[config.mk]
export PLATFORM = sky130hd
export DESIGN_NAME = fractal_sync_1d_local_ctrl
export DESIGN_NICKNAME = d
export VERILOG_FILES = /design/src/rtl/fractal_sync_1d_local_ctrl.sv
export SDC_FILE = /design/constraint.sdc
export NUM_CORES = 1
export LEC_CHECK = 0
export ABC_AREA = 1
export CORE_MARGIN = 2
export CORE_UTILIZATION = 56
export CTS_BUF_LIST = sky130_fd_sc_hd__clkbuf_8
export DETAILED_ROUTE_END_ITERATION = 6
export PLACE_DENSITY = 0.88
export SLEW_MARGIN = 20
export SYNTH_ARGS = -nofsm -noshare
export SYNTH_HDL_FRONTEND = slang
export SYNTH_SLANG_ARGS = --single-unit
[constraint.sdc]
create_clock -name clk_i -period 3.7 [get_ports clk_i]
set_input_delay 0.925 -clock clk_i [delete_from_list [all_inputs] [get_ports clk_i]]
set_output_delay 0.925 -clock clk_i [all_outputs]
set_load 0.005 [all_outputs]
[src/rtl/fractal_sync_1d_local_ctrl.sv]
// fractal_sync_1d_local_ctrl
//   Per-port request controller sitting in front of the 1D local sync RF.
//   Each port buffers barrier requests in a small FIFO, issues one RF check
//   per request, parks in WAIT until a partner port's check finds the barrier
//   present, and returns one response (id + err) per request, in order.
//
// Parameters
//   N_REGS      RF barrier registers (must match the RF instance)
//   ID_WIDTH    barrier id width, local id = id[ID_WIDTH-1:1] (>= 2)
//   N_PORTS     request ports (>= 2)
//   FIFO_DEPTH  request FIFO entries per port (power of two, >= 2)
//
// Ports (all per-port vectors are indexed [N_PORTS-1:0])
//   clk_i, rst_i                      clock, synchronous active-high reset
//   req_valid_i/req_ready_o/req_id_i  request push (ready = FIFO not full)
//   resp_valid_o/resp_ready_i         response handshake
//   resp_id_o/resp_err_o              completed id, invalid-id flag
//   rf_check_o/rf_id_o                RF check strobe and id
//   rf_present_i/rf_id_err_i/
//   rf_bypass_i/rf_ignore_i           same-cycle RF results
//
// Optional build macro FRACTAL_SYNC_LOCAL_CTRL_STATS_EN adds
//   sync_cnt_o (32b, wrapping count of good responses) and
//   err_cnt_o  (16b, saturating count of error responses) per port.
module fractal_sync_1d_local_ctrl #(
  parameter int unsigned N_REGS     = 1,
  parameter int unsigned ID_WIDTH   = 2,
  parameter int unsigned N_PORTS    = 2,
  parameter int unsigned FIFO_DEPTH = 2
) (
  input  logic                               clk_i,
  input  logic                               rst_i,
  input  logic [N_PORTS-1:0]                 req_valid_i,
  output logic [N_PORTS-1:0]                 req_ready_o,
  input  logic [N_PORTS-1:0][ID_WIDTH-1:0]   req_id_i,
  output logic [N_PORTS-1:0]                 resp_valid_o,
  input  logic [N_PORTS-1:0]                 resp_ready_i,
  output logic [N_PORTS-1:0][ID_WIDTH-1:0]   resp_id_o,
  output logic [N_PORTS-1:0]                 resp_err_o,
  output logic [N_PORTS-1:0][ID_WIDTH-1:0]   rf_id_o,
  output logic [N_PORTS-1:0]                 rf_check_o,
  input  logic [N_PORTS-1:0]                 rf_present_i,
  input  logic [N_PORTS-1:0]                 rf_id_err_i,
  input  logic [N_PORTS-1:0]                 rf_bypass_i,
  input  logic [N_PORTS-1:0]                 rf_ignore_i
`ifdef FRACTAL_SYNC_LOCAL_CTRL_STATS_EN
  ,
  output logic [N_PORTS-1:0][31:0]           sync_cnt_o,
  output logic [N_PORTS-1:0][15:0]           err_cnt_o
`endif
);

  localparam int unsigned LID_W = ID_WIDTH - 1;
  localparam int unsigned PTR_W = $clog2(FIFO_DEPTH);
  localparam int unsigned CNT_W = PTR_W + 1;
  localparam logic [CNT_W-1:0] FULL = CNT_W'(FIFO_DEPTH);

  typedef enum logic [1:0] {IDLE, CHECK, WAIT, RESP} state_e;

  // Cross-port view used to release waiters.
  logic [N_PORTS-1:0]            chk_present, waiting, wake;
  logic [N_PORTS-1:0][LID_W-1:0] chk_lid, wait_lid;

  // A present hit on local id L releases whichever other port is parked on L.
  // The RF holds one bit per id, so at most one port can match.
  always_comb begin
    wake = '0;
    for (int p = 0; p < N_PORTS; p++)
      for (int q = 0; q < N_PORTS; q++)
        if (q != p && waiting[p] && chk_present[q] &&
            chk_lid[q] == wait_lid[p] && 32'(chk_lid[q]) < N_REGS)
          wake[p] = 1'b1;
  end

  for (genvar p = 0; p < N_PORTS; p++) begin : g_port
    logic [FIFO_DEPTH-1:0][ID_WIDTH-1:0] mem_q;
    logic [PTR_W-1:0]    wr_ptr_q, rd_ptr_q;
    logic [CNT_W-1:0]    cnt_q, cnt_d;
    state_e              state_q, state_d;
    logic [LID_W-1:0]    wlid_q, wlid_d;
    logic [ID_WIDTH-1:0] rid_q, rid_d, head;
    logic                rerr_q, rerr_d, push, pop;

    assign head           = mem_q[rd_ptr_q];
    assign req_ready_o[p] = !rst_i && (cnt_q != FULL);
    assign push           = req_valid_i[p] && req_ready_o[p];
    assign pop            = (state_q == CHECK);
    assign cnt_d          = cnt_q + CNT_W'(push) - CNT_W'(pop);

    assign chk_present[p] = pop && rf_present_i[p];
    assign chk_lid[p]     = head[ID_WIDTH-1:1];
    assign waiting[p]     = (state_q == WAIT);
    assign wait_lid[p]    = wlid_q;

    // IDLE/RESP look at cnt_d so a push in this cycle is checked next cycle.
    always_comb begin
      state_d = state_q;
      wlid_d  = wlid_q;
      rid_d   = rid_q;
      rerr_d  = rerr_q;
      case (state_q)
        IDLE:  if (cnt_d != '0) state_d = CHECK;
        CHECK: begin
          rid_d   = head;
          rerr_d  = 1'b0;
          state_d = RESP;
          if (rf_id_err_i[p]) rerr_d = 1'b1;
          else if (!(rf_present_i[p] || rf_bypass_i[p] || rf_ignore_i[p])) begin
            state_d = WAIT;
            wlid_d  = head[ID_WIDTH-1:1];
          end
        end
        WAIT:  if (wake[p]) state_d = RESP;
        RESP:  if (resp_ready_i[p]) state_d = (cnt_d != '0) ? CHECK : IDLE;
        default: state_d = IDLE;
      endcase
    end

    always_ff @(posedge clk_i) begin
      if (rst_i) begin
        state_q  <= IDLE;
        wr_ptr_q <= '0;
        rd_ptr_q <= '0;
        cnt_q    <= '0;
        wlid_q   <= '0;
        rid_q    <= '0;
        rerr_q   <= 1'b0;
      end else begin
        state_q <= state_d;
        cnt_q   <= cnt_d;
        wlid_q  <= wlid_d;
        rid_q   <= rid_d;
        rerr_q  <= rerr_d;
        if (push) wr_ptr_q <= wr_ptr_q + 1'b1;
        if (pop)  rd_ptr_q <= rd_ptr_q + 1'b1;
      end
    end

    // Storage only; emptiness is tracked by cnt_q.
    always_ff @(posedge clk_i) begin
      if (push) mem_q[wr_ptr_q] <= req_id_i[p];
    end

    assign rf_check_o[p]   = pop;
    assign rf_id_o[p]      = pop ? head : '0;
    assign resp_valid_o[p] = (state_q == RESP);
    assign resp_id_o[p]    = resp_valid_o[p] ? rid_q : '0;
    assign resp_err_o[p]   = resp_valid_o[p] && rerr_q;

`ifdef FRACTAL_SYNC_LOCAL_CTRL_STATS_EN
    logic        hs;
    logic [31:0] sync_q;
    logic [15:0] errc_q;

    assign hs = resp_valid_o[p] && resp_ready_i[p];

    always_ff @(posedge clk_i) begin
      if (rst_i) begin
        sync_q <= '0;
        errc_q <= '0;
      end else if (hs) begin
        if (!rerr_q)                  sync_q <= sync_q + 32'd1;
        else if (errc_q != 16'hFFFF)  errc_q <= errc_q + 16'd1;
      end
    end

    assign sync_cnt_o[p] = sync_q;
    assign err_cnt_o[p]  = errc_q;
`endif
  end

endmodule

==> impl_summary.md <==
Hold path
The worst min-delay path category is flop to flop. The worst min-delay path startpoint is g_port[1].wlid_q.

Clock tree
The total setup buffers inserted after CTS is 0. The clock-pin slew reported for the worst setup and hold paths after clock tree synthesis is 0.09 ns. The CTS tree is yes. The number of H-tree levels is 1. The number of buffers added by the clock tree synthesis step is 3. The total of cells resized after clock tree synthesis is 0. The buffer depth of the longest clock path is 2. Clock tree synthesis selected as its root buffer the cell clkbuf_8. Clock tree synthesis found a total of 28 sinks. Clock latency on the worst-skew pair, taken at its later pin, is 0.28 ns. The number of hold buffers added after CTS was 0.

Synth
The total number of yosys warnings is 0. After synthesis the netlist holds a flip-flop and latch count of 28. The cell area after synthesis is 1520 sq um. Synthesis produced a netlist with a net count of 234.

The share of the yosys chip area belonging to registers is 42.3%. The synthesized area divided by synthesized cell count is 7.50 sq um. The synthesized netlist cell count is 202. After synthesis, the netlist uses 20 different library cells.

Place
The number of buffer cells added on primary ports is 33. Timing analysis after detailed placement gives a worst setup slack of 0.676 ns. The instance area after placement is 1870 sq um. The congestion estimate from routability-driven global placement came to 0.785. After legalization and detailed placement, the total HPWL measured 2130 microns.

The number of placed cells counting well taps is 263.

Power
The worst-case IR drop observed on VDD is 0.575 mV. Dividing total power by cell area gives a power density of 678 nW/um^2. The static leakage is 0.907 nW.

Setup path
The highest-delay cell along the critical path is clkdlybuf4s50_1. The register-to-register setup slack is 1.65 ns. STA classifies the critical path endpoint as an output port. Data on the critical path arrives at its endpoint at 2.08 ns. Tracing the worst setup path back leads to its startpoint at rst_i. The longest individual stage delay on the worst path is 0.52 ns. The setup path with the least slack is of type input port to output port. Traced cell by cell, the critical path runs through clkdlybuf4s50_1 > nor2_1 > clkdlybuf4s50_1.

The most used cell along the critical path is clkdlybuf4s50_1. The largest fanout on the critical path is 5. At the worst endpoint, the required time is 2.77 ns.

The worst register-to-register path begins at g_port[0].state_q[1]. The type of origin of the critical path is an input port.

Finish
For this run, the post-layout net count is 270. The number of standard cells in the layout, taps in and fillers out is 267. The area growth from synthesis to layout is 28.2%. The utilization of the core after routing is 77.0%.

The number of antenna diodes in the final layout is 0. The filler cell count in the final layout is 193. The share of final-layout standard cells stronger than drive strength 1 is 9.28%. Summing all non-filler instances in the final layout gives an area of 1940 sq um.

Route
The number of nets with antenna violations after detailed routing is 0. The vias after detailed routing is 1245. The post-detailed-route DRC marker count is 0. Before antenna repair, the detailed router went through 4 iterations.

The final wirelength is 2810 microns. The per-cell via count in the routed design is 4.66. After the first detailed-routing iteration, the DRC count stood at 28. The final routed wire length divided by cell count is 10.5 microns.

Run status
The flow ran to the end, and the final reports show no timing, DRC or antenna violations.

Timing
The post-layout worst setup margin is 0.697 ns. The final number of max-transition violations is 0. The number of hold violations in the final report was 0. In the final timing run, aggregate negative setup slack is 0 ns. The peak clock frequency supported by timing is 0.333 GHz.

At the pin with the least slew margin, the transition time is 0.241 ns. The final critical-path required period is 3.00 ns. The worst pin sits at a relative slew slack of 83.9%. Setup violations remaining at the end of the flow were counted as 0.

The clock skew is 0.00189 ns. The period utilization is 81.2%. Setup repair after global routing left no endpoint under its margin.

Floorplan
34 I/O pins were placed. Measured along the y axis, the die boundary spans 56.0 microns. Row generation in the floorplan step produced 18 rows.

The die covers 3140 sq um. The die is 56.0 microns wide. The region available for standard cell placement spans 2520 sq um. The starting density of the core is 60.1%.

Global routing
The total routing usage reported by global routing is 20.6%. The number of antenna violations at the first check in global routing is 0. The wire length of the first global-routing pass is 5130 microns. The number of global-route vias before repair came to 1201. The largest net degree at the start of global routing is 17.

Global routing finished with a remaining overflow of 0.

Run
The number of max-cap violations is 0.
==> final cells by class <==
class,count,area [sq um],area share [%]
Multi-Input combinational cell,134,711,36.6
Clock inverter,1,30.0,1.55
Sequential cell,28,641,33.0
Tap cell,30,37.5,1.93
Timing Repair Buffer,34,338,17.4
Clock buffer,3,41.3,2.13
Inverter,37,144,7.41
==> metrics by stage <==
stage | power (mW) | hold WS (ns)
5_1_grt | 1.45 | 0.512
6_report | 1.32 | 0.480
3_3_place_gp | 1.05 | 0.452
2_1_floorplan | 0.896 | 0.440
4_1_cts | 1.33 | 0.481
3_5_place_dp | 1.08 | 0.458
==> synth_stat cells <==
cell type	instances	share of area, %
clkinv_4	1	0.58
nor2_2	2	0.83
dfxtp_1	20	26
edfxtp_1	8	16
nor3_1	2	0.66
nand3_2	2	1.3
inv_1	32	7.9
a21oi_1	12	4.0
buf_4	2	0.99
a21oi_2	2	1.2
nand3_1	2	0.66
o21ai_0	8	2.6
clkinv_1	2	0.50
inv_2	2	0.50
ha_1	14	12
nand2_1	38	9.4
o21a_1	2	0.99
nand2_2	8	3.3
buf_2	1	0.33
nor2_1	42	10
==> final timing paths <==
kind                               end  depth (start not counted)
setup / recovery        req_ready_o[0]                          3
hold reg to reg       g_port[1].wlid_q                          1
hold / removal        g_port[1].wlid_q                          1
setup reg to reg  g_port[0].state_q[0]                         15
==> per-layer routing <==
layer / global-route usage (%) / vias to the layer above / wire, microns
li1: - / 688 / -
met1: 25.2 / 525 / 1300
met2: 36.5 / 28 / 1350
met3: 5.35 / 4 / 139
met4: 4.08 / 0 / 25
met5: 0 / - / 0
==> logic make-up after synthesis <==
| group | after synthesis | synth area share [%] |
|---|---|---|
| adders and majority gates | 14 | 11.6 |
| buffers and inverters | 40 | 10.8 |
| and+or+nand+nor | 96 | 26.6 |
| DFF | 28 | 42.3 |
| AOI/OAI and AO/OA | 24 | 8.75 |
==> registers in the layout, summed over array words and instances (netlist names) <==
register,flops
g_port.rd_ptr_q,2
g_port.rid_q,4
g_port.rerr_q,2
g_port.wr_ptr_q,2
g_port.state_q,4
g_port.wlid_q,2
g_port.cnt_q,4
g_port.mem_q,8
==> power by group <==
part           total [mW]  internal (mW)  switching, mW
sequential          0.441          0.396         0.0452
combinational       0.636          0.265          0.371
clock               0.240          0.145         0.0946
total                1.32          0.806          0.511
==> placed cells by master, fill, tap and decap left out, drive strengths merged <==
cell | Yosys | layout
a21oi | 14 | 14
buf | 3 | 1
bufinv | 0 | 1
clkbuf | 0 | 3
clkdlybuf4s50 | 0 | 33
clkinv | 3 | 3
dfxtp | 20 | 20
edfxtp | 8 | 8
ha | 14 | 14
inv | 34 | 34
nand2 | 46 | 46
nand3 | 4 | 4
nor2 | 44 | 44
nor3 | 2 | 2
o21a | 2 | 2
o21ai | 8 | 8
==> worst max-delay path: cells and delay by family <==
family                 cells  cell delay [ns]
buffers and inverters      2             0.99
AND/OR/NAND/NOR            1             0.17
No activity file was read; power rests on OpenSTA's default activity.
